**config.mk**
```make
export PLATFORM = sky130hd
export DESIGN_NAME = sensor_regbank
export DESIGN_NICKNAME = d
export VERILOG_FILES = /design/src/rtl/sensor_regbank_pkg.sv /design/src/rtl/sensor_chan_reg.sv /design/src/rtl/sensor_regbank.sv
export SDC_FILE = /design/constraint.sdc
export NUM_CORES = 1
export LEC_CHECK = 0
export BUFFER_PORTS_ARGS = -buffer_cell sky130_fd_sc_hd__buf_2
export CELL_PAD_IN_SITES_DETAIL_PLACEMENT = 0
export CELL_PAD_IN_SITES_GLOBAL_PLACEMENT = 2
export CORE_ASPECT_RATIO = 0.5
export CORE_MARGIN = 8
export CORE_UTILIZATION = 43
export CTS_BUF_LIST = sky130_fd_sc_hd__clkbuf_4
export DETAILED_ROUTE_END_ITERATION = 10
export PLACE_DENSITY = 0.86
export SYNTH_ARGS = -nofsm -noshare
export SYNTH_HDL_FRONTEND = slang
export SYNTH_SLANG_ARGS = --single-unit
export TNS_END_PERCENT = 100
```
**constraint.sdc**
```tcl
create_clock -name clk -period 16.4 [get_ports clk]
set_clock_uncertainty 0.1 [all_clocks]
set_input_delay 0.82 -clock clk [delete_from_list [all_inputs] [get_ports clk]]
set_output_delay 0.82 -clock clk [all_outputs]
set_load 0.05 [all_outputs]
```
**src/rtl/sensor_regbank_pkg.sv**
```systemverilog
// Shared constants, read-response type and address-map helpers for the sensor register bank.
package sensor_regbank_pkg;

    // Fixed identification byte returned at address 0.
    localparam logic [7:0] ID_BYTE = 8'hA5;

    // Byte-address map offsets.
    localparam int ADDR_ID        = 0;
    localparam int ADDR_NCH       = 1;
    localparam int ADDR_FRESH     = 2;
    localparam int ADDR_OVR       = 3;
    localparam int ADDR_DATA_BASE = 4;

    // Registered read response: ack qualifies data, err flags an out-of-range address.
    typedef struct packed {
        logic       ack;
        logic       err;
        logic [7:0] data;
    } rd_resp_t;

    // Highest byte address that maps to real content.
    function automatic int last_valid_addr(input int num_ch, input int ch_bytes);
        return ADDR_DATA_BASE + num_ch * ch_bytes - 1;
    endfunction

    // Fold up to 32 fresh flags onto one byte: bit i is the OR of channels i, i+8, i+16, i+24.
    function automatic logic [7:0] fold_fresh(input logic [31:0] f);
        return f[7:0] | f[15:8] | f[23:16] | f[31:24];
    endfunction

endpackage

```
**src/rtl/sensor_chan_reg.sv**
```systemverilog
// One sensor channel: live sample register, fresh/overrun tracking and the shadow copy
// that a snapshot freezes for the read side.
module sensor_chan_reg
    import sensor_regbank_pkg::*;
#(
    parameter int CH_BYTES = 2
) (
    input  logic                  clk,
    input  logic                  rst,
    input  logic                  valid_i,
    input  logic [CH_BYTES*8-1:0] sample_i,
    input  logic                  snap_i,
    output logic [CH_BYTES*8-1:0] shadow_data_o,
    output logic                  shadow_fresh_o,
    output logic                  shadow_ovr_o
);

    localparam int CH_W = CH_BYTES * 8;

    logic [CH_W-1:0] live_q, live_d;
    logic            fresh_q, fresh_d;
    logic            ovr_q, ovr_d;
    logic [CH_W-1:0] shadow_data_q, shadow_data_d;
    logic            shadow_fresh_q, shadow_fresh_d;
    logic            shadow_ovr_q, shadow_ovr_d;

    // Next-state for live side. A sample arriving with a snapshot belongs to the new
    // interval: it keeps fresh set and starts a clean overrun count.
    always_comb begin
        live_d  = valid_i ? sample_i : live_q;
        fresh_d = valid_i | (fresh_q & ~snap_i);
        ovr_d   = snap_i ? 1'b0 : (ovr_q | (valid_i & fresh_q));
    end

    // Next-state for shadow side: capture pre-update live state on a snapshot.
    always_comb begin
        shadow_data_d  = shadow_data_q;
        shadow_fresh_d = shadow_fresh_q;
        shadow_ovr_d   = shadow_ovr_q;
        if (snap_i) begin
            shadow_data_d  = live_q;
            shadow_fresh_d = fresh_q;
            shadow_ovr_d   = ovr_q;
        end
    end

    // State registers, cleared asynchronously.
    always_ff @(posedge clk or posedge rst) begin
        if (rst) begin
            live_q         <= '0;
            fresh_q        <= 1'b0;
            ovr_q          <= 1'b0;
            shadow_data_q  <= '0;
            shadow_fresh_q <= 1'b0;
            shadow_ovr_q   <= 1'b0;
        end else begin
            live_q         <= live_d;
            fresh_q        <= fresh_d;
            ovr_q          <= ovr_d;
            shadow_data_q  <= shadow_data_d;
            shadow_fresh_q <= shadow_fresh_d;
            shadow_ovr_q   <= shadow_ovr_d;
        end
    end

    assign shadow_data_o  = shadow_data_q;
    assign shadow_fresh_o = shadow_fresh_q;
    assign shadow_ovr_o   = shadow_ovr_q;

endmodule

```
**src/rtl/sensor_regbank.sv**
```systemverilog
// Sensor register bank: per-channel live capture, coherent snapshot into shadow
// registers, and a byte-wide registered read port over the shadow state only.
module sensor_regbank
    import sensor_regbank_pkg::*;
#(
    parameter int NUM_CH   = 12,
    parameter int CH_BYTES = 2,
    parameter int ADDR_W   = 8
) (
    input  logic                         clk,
    input  logic                         rst,
    input  logic [NUM_CH*CH_BYTES*8-1:0] ch_data,
    input  logic [NUM_CH-1:0]            ch_valid,
    input  logic                         snap_req,
    output logic                         snap_done,
    input  logic                         rd_req,
    input  logic [ADDR_W-1:0]            rd_addr,
    output logic                         rd_ack,
    output logic [7:0]                   rd_data,
    output logic                         rd_err
);

    localparam int CH_W      = CH_BYTES * 8;
    localparam int NUM_BYTES = NUM_CH * CH_BYTES;
    localparam int LAST_ADDR = last_valid_addr(NUM_CH, CH_BYTES);
    localparam logic [ADDR_W:0] LAST_ADDR_V = (ADDR_W + 1)'(LAST_ADDR);

    // Parameter sanity checks at elaboration.
    if (NUM_CH < 1 || NUM_CH > 32) begin : g_bad_num_ch
        $error("sensor_regbank: NUM_CH must be in 1..32");
    end
    if (CH_BYTES < 1 || CH_BYTES > 4) begin : g_bad_ch_bytes
        $error("sensor_regbank: CH_BYTES must be in 1..4");
    end
    if (ADDR_DATA_BASE + NUM_BYTES > 2 ** ADDR_W) begin : g_bad_addr_w
        $error("sensor_regbank: ADDR_W too narrow for the address map");
    end

    logic [CH_W-1:0]   shadow_data [NUM_CH];
    logic [NUM_CH-1:0] shadow_fresh;
    logic [NUM_CH-1:0] shadow_ovr;
    logic [7:0]        data_bytes  [NUM_BYTES];

    // One channel slice per sensor input.
    for (genvar gi = 0; gi < NUM_CH; gi++) begin : g_chan
        sensor_chan_reg #(
            .CH_BYTES(CH_BYTES)
        ) u_chan (
            .clk           (clk),
            .rst           (rst),
            .valid_i       (ch_valid[gi]),
            .sample_i      (ch_data[gi*CH_W +: CH_W]),
            .snap_i        (snap_req),
            .shadow_data_o (shadow_data[gi]),
            .shadow_fresh_o(shadow_fresh[gi]),
            .shadow_ovr_o  (shadow_ovr[gi])
        );
    end

    // Flat byte view of the shadow data, most-significant byte of each channel first.
    for (genvar gi = 0; gi < NUM_BYTES; gi++) begin : g_bytes
        assign data_bytes[gi] =
            shadow_data[gi / CH_BYTES][(CH_BYTES - 1 - (gi % CH_BYTES)) * 8 +: 8];
    end

    logic [7:0] fresh_byte;
    logic [7:0] ovr_byte;
    logic [7:0] data_sel;
    logic       addr_oor;
    rd_resp_t   rd_q, rd_d;
    logic       snap_done_q, snap_done_d;

    assign fresh_byte = fold_fresh(32'(shadow_fresh));
    assign ovr_byte   = {7'b0, |shadow_ovr};
    assign addr_oor   = {1'b0, rd_addr} > LAST_ADDR_V;

    // Select the addressed channel byte from the data region.
    always_comb begin
        data_sel = 8'h00;
        for (int j = 0; j < NUM_BYTES; j++) begin
            if (rd_addr == ADDR_W'(ADDR_DATA_BASE + j)) begin
                data_sel = data_bytes[j];
            end
        end
    end

    // Read response next-state; data holds its last value when no read is issued.
    always_comb begin
        rd_d      = rd_q;
        rd_d.ack  = rd_req;
        rd_d.err  = 1'b0;
        if (rd_req) begin
            if (addr_oor) begin
                rd_d.err  = 1'b1;
                rd_d.data = 8'h00;
            end else if (rd_addr == ADDR_W'(ADDR_ID)) begin
                rd_d.data = ID_BYTE;
            end else if (rd_addr == ADDR_W'(ADDR_NCH)) begin
                rd_d.data = 8'(NUM_CH);
            end else if (rd_addr == ADDR_W'(ADDR_FRESH)) begin
                rd_d.data = fresh_byte;
            end else if (rd_addr == ADDR_W'(ADDR_OVR)) begin
                rd_d.data = ovr_byte;
            end else begin
                rd_d.data = data_sel;
            end
        end
    end

    // Snapshot completion pulses once per accepted snapshot request.
    always_comb begin
        snap_done_d = snap_req;
    end

    // Output registers; reset discards any read or snapshot in flight.
    always_ff @(posedge clk or posedge rst) begin
        if (rst) begin
            rd_q        <= '0;
            snap_done_q <= 1'b0;
        end else begin
            rd_q        <= rd_d;
            snap_done_q <= snap_done_d;
        end
    end

    assign rd_ack    = rd_q.ack;
    assign rd_err    = rd_q.err;
    assign rd_data   = rd_q.data;
    assign snap_done = snap_done_q;

endmodule

```
==> key figures, run 1 <==
Run status
  – Status: complete, no violations

CTS
  – Worst-path clk slew: 0.08 ns
  – CTS HTree Levels: 3
  – Num CTS Buffers: 98
  – Post-CTS setup buffers: 0
  – Buffer depth of the longest clock path: 3
  – Clock Latency Late Sink: 0.81 ns
  – Clock sink total: 443
  – CTS hold repair buffers: 0
  – CTS tree: done
  – Clk root buf: clkbuf_4
  – PostCTS Resize Cnt: 0

Critical path
  – Reg2reg setup slack: 13.35 ns
  – Cells along the critical path: buf_4 > buf_4 > nand2b_1 > o21ai_0 > a22o_1 > a222oi_1 > a311oi_1 > o31ai_1
  – Crit path from: rd_addr[0]
  – Crit-path max FO: 49
  – Critical path arrival: ~3.7 ns
  – Critical path class: input port to flop
  – CP peak stage delay: 0.65 ns
  – Register-to-Register Path Depth: 6
  – WP data required: 17.01 ns
  – Reg-to-Reg Start: g_chan[4].u_chan.shadow_ovr_o
  – Top cell by count, worst path: buf_4
  – End of the critical path: rd_data[4]
  – Reg-to-reg endpoint: rd_data[0]
  – CP startpoint kind: input port
  – Setup crit end kind: flop
  – Crit-path slowest cell: buf_4

Synthesis
  – Area fraction of the dominant cell type after synthesis: 60.0%
  – Cell variety after synth: 61
  – Synth area leaders: dfrtp_1 (60%), mux2_2 (25%), mux4_2 (2.1%)
  – Sequential area share after synthesis: 60.0%
  – EDFF count, synth: 0
  – Post-Syn Area per Cell: ~14 um^2
  – Cells after synthesis: about 1300
  – Primary FF master, synth: dfrtp_1
  – Area leader, netlist: dfrtp_1
  – Synth Net Count: 1493
  – Most common library cells after synthesis: dfrtp_1 (443), mux2_2 (411), clkbuf_1 (61), a21oi_1 (37), nor2_1 (34)
  – #FFs+latches synth: 443
  – Most common cell in the netlist: dfrtp_1
  – Yosys warns: 0
  – Synth Cell Area: 18500 um^2
  – Asr flop ratio synth: 100%

Drt
  – WL/cell: ~23 um
  – DRC: 0
  – Drt pass-1 iters: 5
  – Initial drt markers: 752
  – Final ANT Viol Nets: 0
  – Via count: ~12000
  – Vias/cell: 5.32
  – Drt total wl: 51400 um

Finish
  – Layout cells sized above 1: 52.4%
  – Area growth, synth to finish: 15.8%
  – NumNets Final: approximately 1700

Pwr
  – Pwr per Cell Area: 117 nW/um^2
  – Worst vdd ir: 0.0514 mV
  – Pleak: 0.00935 uW
  – Total power: about 2500 uW

GRT
  – First-pass GRT wire length: 78700 um
  – Vias in the first global route: roughly 13000
  – Largest net degree at the start of global routing: 128
  – Initial antenna violation count: 3
  – All-Layer GR Usage: between 20% and 30%
  – Total gr overflow: 0

Timing
  – Tmin final: 3.05 ns
  – Slew @ Worst Pin: 1.27 ns
  – Setup TNS: 0 ns
  – RSZ-0062 raised after global routing: false
  – Rel. slew slack: 14.3%
  – Max-slew violations: 0
  – Final hold vios: 0
  – Period Utilization, post-route: 18.6%
  – Final setup fails: 0
  – FMAX: about 330 MHz

Placed design
  – GP Congestion: 0.901
  – HPWL Detailed: 37000 um
  – Port bufs: between 200 and 250

Floorplanning
  – Core area: 42200 um^2
  – Chip height: ~160 um
  – Die width: 309 um
  – Starting Density: 43.8%
  – Row count: 53
  – DIE AREA: 50300 um^2
  – I/O Pins: 227

Worst hold path
  – Worst hold-check path type: input port to asynchronous set/reset pin

Run
  – Max Cap Violations: 0
cell families after synthesis:
kind of cell	share of synthesized area [%]
DFF	60.0
and+or+nand+nor	3.66
muxes	28.0
buffers and inverters	2.21
AOI/OAI and AO/OA	6.14
state kept, by name, indices dropped and copies added (netlist names):
signal / flops
g_chan.u_chan.shadow_data_o: 192
g_chan.u_chan.shadow_fresh_o: 12
rd_data: 8
g_chan.u_chan.live_q: 192
g_chan.u_chan.ovr_q: 12
rd_err: 1
rd_ack: 1
snap_done: 1
g_chan.u_chan.fresh_q: 12
g_chan.u_chan.shadow_ovr_o: 12
final cells by class:
cell class,count,area (um^2)
Antenna cell,1,2.50
Clock buffer,150,1130
Clock inverter,29,206
Fill cell,3711,20800
Inverter,10,45.0
Multi-Input combinational cell,739,6990
Sequential cell,443,11100
Tap cell,577,722
Timing Repair Buffer,237,1230
through the flow:
stage	utilization (%)	cell area, um^2	hold slack [ns]	cells	setup WS (ns)
3_5_place_dp	47.6	20100	0.371	2006	12.55
3_3_place_gp	47.6	20100	0.364	2006	12.59
6_report	50.7	21400	0.0880	2186	13.35
4_1_cts	50.7	21400	0.0189	2185	13.42
5_1_grt	50.7	21400	0.0411	2186	13.23
2_1_floorplan	-	18500	0.349	1277	3.14
worst min path at each step:
stage | cells after the start | from | end
finish | 2 | rst | g_chan[8].u_chan.shadow_data_o[3]
global route | 2 | ch_data[93] | g_chan[5].u_chan.live_q[13]
CTS | 2 | ch_data[66] | g_chan[4].u_chan.live_q[2]
detailed placement | 2 | g_chan[10].u_chan.live_q[0] | g_chan[10].u_chan.shadow_data_o[0]
global placement | 2 | g_chan[10].u_chan.live_q[0] | g_chan[10].u_chan.shadow_data_o[0]
floorplan | 2 | g_chan[10].u_chan.live_q[0] | g_chan[10].u_chan.shadow_data_o[0]
critical path, delay by kind of cell:
family                 cells  cell delay, ns
AOI/OAI and AO/OA          5            1.11
buffers and inverters      2            1.10
and+or+nand+nor            1            0.51
layer usage:
metal	GRT usage (%)	routed length, um
met1	27.5	22800
met2	32.9	24600
met3	5.96	3210
met4	5.21	711
met5	0	0
where the power goes:
group	internal (uW)	switching (uW)	total [uW]	leakage [uW]
clock network	466	434	900	0.000785
logic	155	135	290	0.00336
registers	1220	93.4	1320	0.00521
total	1840	662	2510	0.00935
layout by cell type, fill, tap and decap left out, types with 4 or more instances in the layout:
master	netlist	routed
a21o_1	16	16
a21oi_1	37	37
a22oi_1	7	7
a2bb2oi_1	4	4
a31oi_1	10	10
a32oi_1	4	4
and3_1	4	4
buf_2	15	224
buf_4	3	12
clkbuf_4	0	150
clkinv_1	0	18
clkinv_2	0	5
dfrtp_1	443	443
inv_1	10	9
mux2_2	411	411
mux2i_1	16	16
mux4_2	17	17
nand2_1	33	33
nand3_1	14	14
nor2_1	34	34
nor2b_1	6	6
nor3_1	8	8
o2111ai_1	7	7
o21ai_0	30	30
o21ai_1	4	4
o221ai_1	5	5
o22ai_1	5	5
o2bb2ai_1	8	8
o31ai_1	6	6
Note: power is estimated with default switching activity, not from simulation.
==> run 2, diff against run 1 <==
CORE_UTILIZATION = 38   (was 43)
PLACE_DENSITY = 0.8   (was 0.86)
clock period = 2.7 ns   (was 16.4 ns; I/O delays follow)
==> run 2 against run 1 <==
  * The flow now stops in clock tree synthesis
  * Synthesized area did not move
  * Synthesized cell count is the same
==> key figures, run 2 <==
Synthesis
  – Synth area leaders: dfrtp_1 (60%), mux2_2 (25%), mux4_2 (2.1%)
  – EDFF count, synth: 0 (unchanged)
  – Asr flop ratio synth: 100% (unchanged)
  – #FFs+latches synth: 443 (unchanged)
  – Sequential area share after synthesis: 60.0% (unchanged)
  – Most common library cells after synthesis: dfrtp_1 (443), mux2_2 (411), clkbuf_1 (61), a21oi_1 (37), nor2_1 (34)
  – Area leader, netlist: dfrtp_1
  – Most common cell in the netlist: dfrtp_1
  – Post-Syn Area per Cell: 14.5 um^2 (unchanged)
  – Synth Net Count: 1493 (unchanged)
  – Cell variety after synth: 61 (unchanged)
  – Synth Cell Area: 18500 um^2 (unchanged)
  – Yosys warns: 0 (unchanged)
  – Area fraction of the dominant cell type after synthesis: 60.0% (unchanged)
  – Cells after synthesis: 1277 (unchanged)
  – Primary FF master, synth: dfrtp_1

Placed design
  – GP Congestion: 0.903 (+0.19%)
  – Pre-CTS setup slack: 0.117 ns (-12.43 ns)
  – Placed cell count: 2125 (+5.9%)
  – HPWL Detailed: 39900 um (+7.7%)
  – Port bufs: 226 (unchanged)

CTS
  – Post-CTS setup buffers: 0 (unchanged)
  – Buffer depth of the longest clock path: 3 (unchanged)
  – Num CTS Buffers: 104 (+6.1%)
  – CTS HTree Levels: 3 (unchanged)
  – CTS hold repair buffers: 464 (+464)
  – PostCTS Resize Cnt: 0 (unchanged)
  – Clock sink total: 443 (unchanged)
  – Clk root buf: clkbuf_4

Run status
  – Tool Error: [ERROR RSZ-0060] Max buffer count reached.
  – Exit stage: clock tree synthesis
  – Status: aborted with a tool error

Floorplanning
  – Die width: 328 um (+6.0%)
  – I/O Pins: 227 (unchanged)
  – Chip height: 172 um (+5.7%)
  – Starting Density: 38.3% (-5.5 points)
  – Row count: 57 (+7.5%)
## run 2: cell counts after synthesis
No cell type changed its count.
## run 2: logic make-up after synthesis
kind of cell	Yosys count	share of synthesized area [%]
simple gates	128	3.66
buf+inv	95	2.21
mux	444	28.0
compound gates	167	6.14
flops	443	60.0
## run 2: stage by stage
stage | cell area (um^2) | TNS, ns | utilization, %
3_5_place_dp | 20600 | 0 | 42.7
3_3_place_gp | 20600 | 0 | 42.7
2_1_floorplan | 18500 | -1560.34 | -
==> run 3, diff against run 2 <==
CELL_PAD_IN_SITES_DETAIL_PLACEMENT = default   (was 0)
CELL_PAD_IN_SITES_GLOBAL_PLACEMENT = default   (was 2)
CORE_ASPECT_RATIO = default   (was 0.5)
CORE_UTILIZATION = 40   (was 38)
CTS_BUF_LIST = default   (was sky130_fd_sc_hd__clkbuf_4)
PLACE_DENSITY = default   (was 0.8)
PLACE_DENSITY_LB_ADDON = 0.15   (was default)
clock period = 3.5 ns   (was 2.7 ns; I/O delays follow)
==> run 3 against run 2 <==
  * The run now ends clean
==> key figures, run 3 (synthesized netlist as in run 1, its figures left out) <==
Timing
  – Rel. slew slack: between 40% and 50%
  – Slew @ Worst Pin: 0.827 ns
  – Final setup fails: 0
  – Setup TNS: 0 ns
  – FMAX: 456 MHz
  – Final hold vios: 0
  – Period Utilization, post-route: between 60% and 70%
  – Max-slew violations: 0
  – Setup slack after layout: 1.31 ns
  – Tmin final: 2.19 ns
  – Final hold slack: 0.0299 ns
  – RSZ-0062 raised after global routing: false

CTS
  – CTS tree: done
  – PostCTS Resize Cnt: 0 (unchanged)
  – Clk root buf: clkbuf_16
  – CTS HTree Levels: 2 (-1)
  – Clock sink total: 443 (unchanged)
  – Worst-path clk slew: ~0.060 ns
  – Num CTS Buffers: 48 (-54%)
  – Clock Latency Late Sink: between 0.5 and 0.6 ns
  – Buffer depth of the longest clock path: 3 (unchanged)

Finish
  – Antenna cells: 0
  – NumNets Final: 1911
  – Post-Layout Inst Area: 23800 um^2
  – Commonest non-fill, non-tap cell in the layout: dfrtp_1
  – Layout cells sized above 1: between 40% and 50%
  – Area growth, synth to finish: 29.1%
  – Most frequent cells in the layout: dfrtp_1 (443), mux2_2 (411), buf_2 (224), dlygate4sd3_1 (201), clkbuf_16 (49)

Floorplanning
  – Starting Density: 40.6% (+2.4 points)
  – Core area: 45500 um^2
  – Die width: 231 um (-30%)
  – DIE AREA: 53300 um^2
  – Chip height: 231 um (+34%)
  – Row count: 78 (+37%)
  – I/O Pins: 227 (unchanged)

Critical path
  – Reg-to-reg endpoint: rd_data[0]
  – Critical path arrival: around 2.5 ns
  – Setup crit end kind: flop
  – Register-to-Register Path Depth: 6
  – WP data required: 3.85 ns
  – Crit-path max FO: 10
  – Critical path class: input port to flop
  – Reg-to-Reg Start: g_chan[7].u_chan.shadow_ovr_o
  – Crit-path slowest cell: or4_1
  – CP peak stage delay: 0.86 ns
  – CP startpoint kind: input port
  – Reg2reg setup slack: 1.50 ns
  – Cells along the critical path: buf_2 > or4_1 > nor2_2 > a22o_1 > a222oi_1 > a311oi_1 > o31ai_1

GRT
  – First-pass GRT wire length: 82100 um
  – Total gr overflow: 0
  – Vias in the first global route: 13500
  – Largest net degree at the start of global routing: 97
  – Initial antenna violation count: 0
  – All-Layer GR Usage: 19.8%

Placed design
  – Port bufs: 226 (unchanged)
  – DP Area: 20300 um^2 (-1.7%)
  – GP Congestion: 0.870 (-3.6%)
  – HPWL Detailed: 35900 um (-9.9%)
  – Pre-CTS setup slack: 0.760 ns (+0.643 ns)

Pwr
  – Switching pwr: 3090 uW
  – Worst vdd ir: 0.350 mV
  – Int Pwr: approximately 9600 uW
  – Pwr per Cell Area: approximately 530 nW/um^2
  – Power share of the combinational group: 12.3%
  – Sw frac: roughly 24%
  – Clock network fraction of design power: 39.2%
  – Total power: 12700 uW
  – Pleak: 0.0103 uW
  – Sequential Power Share: 48.5%

Drt
  – WL/cell: 22.5 um
  – Via count: about 12000
  – Vias/cell: 5.19
  – Drt pass-1 iters: 6
  – Drt total wl: approximately 52000 um
  – Final ANT Viol Nets: 0
  – Initial drt markers: 816
  – DRC: 0

Worst hold path
  – Worst hold-check path type: input port to flop
  – WHS Path Cells: 2
  – Min-delay src: ch_valid[6]
  – Hold Path Sink: g_chan[6].u_chan.fresh_q

Run status
  – Status: complete, no violations

Run
  – Max Cap Violations: 0
==> run 3: layer usage <==
metal  wire [um]  GRT usage, %  vias up  share of wire, %
li1            -             -     5519                 -
met5           0             0        -                 0
met2       25100          32.1      322                48
met1       23100          26.5     6144                44
met4        1710          6.99        0               3.3
met3        2430          3.56       95               4.6
==> run 3: cell type report <==
class	instances	area (um^2)
clock buffers	70	1430
clock inverters	14	129
fillers	3890	21600
inverters	10	41.3
multi-input cells	739	6990
flip-flops and latches	443	11100
well taps	600	751
repair buffers	453	3430
==> run 3: stage by stage <==
| step | cells | util [%] |
|---|---|---|
| after CTS | 2329 | 52.4 |
| after global routing | 2329 | 52.4 |
| after global placement | 2044 | 44.6 |
| after detailed placement | 2044 | 44.6 |
| after floorplan | 1277 | - |
| final | 2329 | 52.4 |
==> run 3: worst max-delay path by stage <==
stage               start                       end  slack, ns
5_1_grt        rd_addr[7]                rd_data[4]       1.28
6_report       rd_addr[7]                rd_data[4]       1.31
4_1_cts        rd_addr[7]                rd_data[4]       1.38
3_5_place_dp   rd_addr[7]                rd_data[4]       0.76
3_3_place_gp   rd_addr[7]                rd_data[7]       0.76
2_1_floorplan         rst  g_chan[0].u_chan.fresh_q      -2.76
==> run 3: power groups by stage <==
stage	Combinational, uW	Clock [uW]	Sequential [uW]
final	1560	4970	6140
after global routing	1700	5310	6220
after CTS	1590	5110	6150
after detailed placement	1400	0	6240
after global placement	1380	0	6230
after floorplan	977	0	6050
==> run 3: worst max-delay path, delay by kind of cell <==
kind / cells / cell delay, ns
AOI/OAI and AO/OA: 4 / 0.85
and+or+nand+nor: 2 / 1.37
buffers and inverters: 1 / 0.13
==> run 3: what timing repair did <==
| action | 4_1_cts | 5_1_grt |
|---|---|---|
| hold buffers | 201 | 0 |
| hold endpoints to repair | 221 | 0 |
| buffers inserted | 0 | 0 |
| setup endpoints to repair | 0 | 0 |
